<file path="src/rtl/rx_bit_timer_if.sv">
// Handshake bundle for the receive bit timer.
// Master drives line/control status, slave returns bit timing.
interface rx_bit_timer_if;
  logic       clear;
  logic       rcving;
  logic       d_edge;
  logic       shift_enable;
  logic       byte_received;
  logic [2:0] bit_count;

  modport master (
    output clear,
    output rcving,
    output d_edge,
    input  shift_enable,
    input  byte_received,
    input  bit_count
  );

  modport slave (
    input  clear,
    input  rcving,
    input  d_edge,
    output shift_enable,
    output byte_received,
    output bit_count
  );
endinterface

</file>
<file path="src/rtl/rx_bit_timer.sv">
// Serial receive bit timer: phase counter with edge resync,
// sample-point strobe and per-byte bit counter.
module rx_bit_timer #(
  parameter int CLKS_PER_BIT = 8,
  parameter int SAMPLE_POINT = 3
) (
  input logic          clk,
  input logic          n_rst,
  rx_bit_timer_if.slave bus
);
  localparam logic [3:0] LAST = 4'(CLKS_PER_BIT - 1);
  localparam logic [3:0] SP   = 4'(SAMPLE_POINT);

  logic [3:0] phase_q;
  logic [2:0] cnt_q;
  logic       se;

  // Strobe is a pure decode of state so a coincident resync
  // edge cannot suppress the sample it lands on.
  assign se = bus.rcving && (phase_q == SP);

  assign bus.shift_enable  = se;
  assign bus.byte_received = se && (cnt_q == 3'd7);
  assign bus.bit_count     = cnt_q;

  always_ff @(posedge clk) begin
    if (!n_rst) begin
      phase_q <= '0;
      cnt_q   <= '0;
    end else if (bus.clear || !bus.rcving) begin
      phase_q <= '0;
      cnt_q   <= '0;
    end else begin
      if (bus.d_edge || phase_q == LAST)
        phase_q <= '0;
      else
        phase_q <= phase_q + 4'd1;
      if (se)
        cnt_q <= cnt_q + 3'd1;
    end
  end
endmodule
</file>
<file path="src/flat_wrapper.sv">
// flat-port wrapper written by rule: the top's interface ports become plain ports
module rx_bit_timer_flat 
#(
  parameter int CLKS_PER_BIT = 8,
  parameter int SAMPLE_POINT = 3
)
  (clk, n_rst, bus_clear, bus_rcving, bus_d_edge, bus_shift_enable, bus_byte_received, bus_bit_count);
  rx_bit_timer_if bus_i ();
  input logic clk;
  input logic n_rst;
  input wire logic [$bits(bus_i.clear)-1:0] bus_clear;
  input wire logic [$bits(bus_i.rcving)-1:0] bus_rcving;
  input wire logic [$bits(bus_i.d_edge)-1:0] bus_d_edge;
  output wire logic [$bits(bus_i.shift_enable)-1:0] bus_shift_enable;
  output wire logic [$bits(bus_i.byte_received)-1:0] bus_byte_received;
  output wire logic [$bits(bus_i.bit_count)-1:0] bus_bit_count;
  assign bus_i.clear = bus_clear;
  assign bus_i.rcving = bus_rcving;
  assign bus_i.d_edge = bus_d_edge;
  assign bus_shift_enable = bus_i.shift_enable;
  assign bus_byte_received = bus_i.byte_received;
  assign bus_bit_count = bus_i.bit_count;
  rx_bit_timer #(.CLKS_PER_BIT(CLKS_PER_BIT), .SAMPLE_POINT(SAMPLE_POINT)) u_core (.clk(clk), .n_rst(n_rst), .bus(bus_i));
endmodule
</file>
<file path="config.mk">
export PLATFORM = sky130hd
export DESIGN_NAME = rx_bit_timer_flat
export DESIGN_NICKNAME = d
export VERILOG_FILES = /design/src/rtl/rx_bit_timer_if.sv /design/src/rtl/rx_bit_timer.sv /design/src/flat_wrapper.sv
export SDC_FILE = /design/constraint.sdc
export NUM_CORES = 1
export LEC_CHECK = 0
export BUFFER_PORTS_ARGS = -buffer_cell sky130_fd_sc_hd__buf_4
export CAP_MARGIN = 5
export CORE_AREA = 2 2 39 41
export DETAILED_ROUTE_END_ITERATION = 10
export DIE_AREA = 0 0 41 43
export PLACE_DENSITY = 0.45
export REMOVE_ABC_BUFFERS = 1
export SLEW_MARGIN = 0
export SYNTH_ARGS = -nofsm -noshare
export SYNTH_HDL_FRONTEND = slang
export SYNTH_SLANG_ARGS = --single-unit
</file>
<file path="constraint.sdc">
create_clock -name clk -period 1.6 [get_ports clk]
set_clock_uncertainty 0.05 [all_clocks]
set_input_delay 0.08 -clock clk [delete_from_list [all_inputs] [get_ports clk]]
set_output_delay 0.08 -clock clk [all_outputs]
set_load 0.05 [all_outputs]
</file>
## Word level (Yosys, flattened, before mapping)

Cells that the tools add are included.

| cells by class | value |
|---|---|
| reductions and logical operators | 7 |
| $add $sub $neg | 2 |
| equal/unequal tests | 3 |
| bitwise gates (word level) | 1 |

Operator list:

| operator | number |
|---|---|
| adder 4 x 1 -> 4 bit (second input constant) | 1 |
| equality test 4 x 2 -> 1 bit (second input constant) | 1 |
| equality test 4 x 3 -> 1 bit (second input constant) | 1 |
| adder 3 x 1 -> 3 bit (second input constant) | 1 |
| equality test 3 bit (second input constant) | 1 |
| OR reduction 3 bit | 1 |
| logical AND 1 bit | 2 |
| logical OR 1 bit | 2 |
| OR reduction 2 bit | 1 |
| zero test 1 bit | 1 |
| inverter 1 bit | 1 |

| word-level totals | value |
|---|---|
| input port bits | 5 |
| output and inout bits | 5 |
| register bits after elaboration | 7 |

## Longest topological paths before layout

| logic depth | value |
|---|---|
| depth after elaboration | 3 |
| mapped depth | 5 |

## Worst setup path before layout

Ideal clock, no wire load.

| timing path | value |
|---|---|
| path kind | register to output |
| from | register u_core.phase_q[0] |
| to | output bus_byte_received |
| required time | 1470 ps |
| arrival | 1422 ps |
| stages on the path, launching flop included | 5 |
| path buffers | 1 |
| setup slack | 48 ps |
| cell sequence | dfxtp_1 > ha_1 > and4bb_2 > buf_4 > and2_1 |

| between the ends | value |
|---|---|
| word-level cells in the longest chain between the ends | 3 |

RTL lines:

| element | RTL line | RTL |
|---|---|---|
| start, declared | rx_bit_timer.sv:14 | `logic [3:0] phase_q;` |
| start signal, assigned | rx_bit_timer.sv:37 | `phase_q <= phase_q + 4'd1;` |
| equality test 4 x 2 -> 1 bit | rx_bit_timer.sv:20 | `assign se = bus.rcving && (phase_q == SP);` |
| logical AND 1 bit | rx_bit_timer.sv:20 |  |
| via bus_shift_enable | flat_wrapper.sv:14 | `output wire logic [$bits(bus_i.shift_enable)-1:0] bus_shift_enable;` |
| logical AND 1 bit | rx_bit_timer.sv:23 | `assign bus.byte_received = se && (cnt_q == 3'd7);` |
| end, declared | flat_wrapper.sv:15 | `output wire logic [$bits(bus_i.byte_received)-1:0] bus_byte_received;` |

The timed path passes the listed nets, and every way through them passes these cells.

## Worst setup path after layout

| timing path | value |
|---|---|
| from | register u_core.phase_q[0] |
| to | output bus_byte_received |

| between the ends | value |
|---|---|
| word-level cells in the longest chain between the ends | 3 |

RTL lines:

| element | RTL line |
|---|---|
| equality test 4 x 2 -> 1 bit | rx_bit_timer.sv:20 |
| logical AND 1 bit | rx_bit_timer.sv:20 |
| logical AND 1 bit | rx_bit_timer.sv:23 |

No other way between the ends.

==> results.md <==
* Yosys warns at 0
* Number of global-route vias before repair at 298
* Status: finished clean
* Clk Latency, worst-skew pair at around 0.24 ns
* Fmax at 650.2 MHz
* First-pass GRT wire length at 1269 um
* Slowest-stage cell, CP: dfxtp_1
* Met3 Usage GRT at 0.03141
* Power per cell area at ~750 nW/um2
* Power, Total at 0.3490 mW
* CTS buffer count at 3
* Final WS setup at roughly 0.062 ns
* R2R Setup Slk at 0.15 ns
* Pleak at 0.2013 nW
* CTS tree: built
* Avg Vias per Cell at between 4 and 5
* Worst-path fanout max at 4
* FF-to-FF path depth at 6
* Worst EP arrival at 1.41 ns
* ANT nets after route at 0
* Fin crit period at 1.538 ns
* Drt drc at 0
* Met2 GRT Util at 0.1625
* Post-Syn Area per Cell at between 10 and 15 um2
* H-tree depth at 1
* Worst-path clk slew at 0.05 ns
* Largest cells by area after synthesis: dfxtp_1 (44%), ha_1 (12%), mux2i_1 (9.4%)
* Final Cycle Share at 0.9613
* Min-delay worst type: primary input to register
* Post-DP HPWL at 503.3 um
* Core ar. at around 1400 um2
* Slew at the pin with the worst max-slew slack at 0.3199 ns
* Vias at approximately 270
* CTS root buffer: clkbuf_4
* Final Net Count at 55
* Antenna violations before repair at 0
* Synth top area share at 0.4409
* M1 GR Usage at 0.1275
* Final-report setup violation count at 0
* DRT Pass-1 Iters at 2
* #FFs+latches synth at 7
* Wire length per cell at 11.11 um
* N_diodes at 0
* Slew headroom at 0.7812
* Synthesized cell area at 317.8 um2
* Seq/Total Area, Yosys at 0.4409
* Worst path buffer plus inverter count at 1
* CP Capture Type: output port
* CP Cell Sequence: ha_2 > and4bb_2 > and2_1 > buf_6
* Die footprint at 1763 um2
* Critical path depth in cells at 4
* Filler Cells Inserted at 145
* Area grow syn2layout at 45.67%
* I/O pin total at 10
* Cells after Synth at 30
* Clock Tree Buf Depth at 2
* Largest net degree at the start of global routing at 8
* Final RePlAce weighted congestion at 0.7238
* Port Buffer Count at 9
* Grt total ovfl at 0
* Num rows at 14
* Pre-CTS setup slack at 0.2220 ns
* GRT Util Overall at 0.1100
* Peak supply drop at 0.3479 mV
* Setup TNS at 0 ns
* Drt total wl at 689 um
* Die span in x at 41 um
* Req. time, crit path at roughly 1.5 ns
* Worst Hold Depth at 3
* Synth unique cells at 14
* Critical path launch point type: register
* Initial Util at 0.2297
* Clock sinks at 7
* DRT iter0 DRCs at 3
* Critical path class: register to output port
* Die height at between 40 and 50 um
* Share of post-route cells with drive strength above 1 at 0.3696
* Cell family with most CP delay: simple AND/OR/NAND/NOR gates
* Final hold viol count at 0
* Max Cap Violations at 0
* GRT busiest layer: met2
* Area leader, netlist: dfxtp_1
* CP max stage delay at 0.35 ns
* RSZ-0062 raised after global routing: false
* Final Max Slew Viols at 0
-- metal layers --
layer | up-vias | routed length [um]
li1 | 143 | -
met1 | 125 | 311
met2 | 6 | 344
met3 | 0 | 32
met4 | 0 | 0
met5 | - | 0
-- final timing paths --
check,from,to
worst min register to register,u_core.phase_q[0],u_core.phase_q[0]
worst max-delay path,u_core.phase_q[0],bus_byte_received
worst min-delay path,bus_clear,u_core.bus.bit_count[1]
worst max register to register,u_core.phase_q[0],u_core.bus.bit_count[1]
-- state kept, by name, indices dropped and copies added (netlist names) --
register	flops
u_core.phase_q	4
u_core.bus.bit_count	3
-- Yosys cell counts --
cell type and number:
buf_4 1, nor3_1 2, nor2_1 4, and2_1 1
ha_1 3, a2111oi_0 2, nand3b_1 1, inv_1 1
dfxtp_1 7, and2b_1 1, nand3_1 1, mux2i_1 3
and4bb_2 1, xnor2_1 2
-- cell families after synthesis --
logic type / count (synthesis) / share of synthesized area
AO/OA/AOI/OAI: 2 / 0.05513
multiplexers: 3 / 0.09449
adder cells (fa/ha/maj): 3 / 0.1181
buffers and inverters: 2 / 0.03543
flip-flops: 7 / 0.4409
XOR/XNOR: 2 / 0.05513
AND/OR/NAND/NOR: 11 / 0.2008
-- through the flow --
step / utilization / hold slack (ns) / area, um2 / instances
global route: 0.3345 / 0.2552 / 462.9 / 62
detailed placement: 0.2875 / 0.2350 / 397.9 / 54
floorplan: - / 0.1074 / 310.3 / 29
CTS: 0.3300 / 0.2232 / 456.7 / 62
global placement: 0.2875 / 0.2351 / 397.9 / 54
finish: 0.3345 / 0.2277 / 462.9 / 62
-- cells in the final DEF (no fill, tap or decap) --
cell	synthesis	final
ha_2	0	1
nor2_1	4	4
inv_1	1	1
and2_1	1	1
buf_6	0	1
dlygate4sd3_1	0	1
mux2i_1	3	3
a2111oi_0	2	2
clkbuf_1	0	1
and2b_1	1	1
clkbuf_4	0	3
nor3_1	2	2
ha_1	3	2
nand3b_1	1	1
and4bb_2	1	1
nand3_1	1	1
buf_4	1	11
dfxtp_1	7	7
xnor2_1	2	2
-- what timing repair did --
action,in CTS,in global routing
gates resized for setup,0,2
hold buffers,1,0
setup endpoints to repair,1,2
buffers inserted,3,0
gates cloned,0,0
hold endpoints to repair,4,0
pin swaps,1,0
-- tightest hold or removal path, stage by stage --
cell and delay [ns]:
buf_4 0.07, nand3b_1 0.24, nor2_1 0.08
-- report_power, final --
part	internal [mW]	switching [mW]
Clock	0.0951	0.0636
Sequential	0.175	0.000549
Combinational	0.00904	0.00555
-- layout make-up --
class                   count  area, um2  area share
repair buffers             13      103.9      0.2243
clock buffers               4      26.28     0.05676
multi-input cells          21      168.9      0.3649
inverters                   1      3.754    0.008108
flip-flops and latches      7      140.1      0.3027
well taps                  16      20.02     0.04324
(Power assumes the default switching activity.)
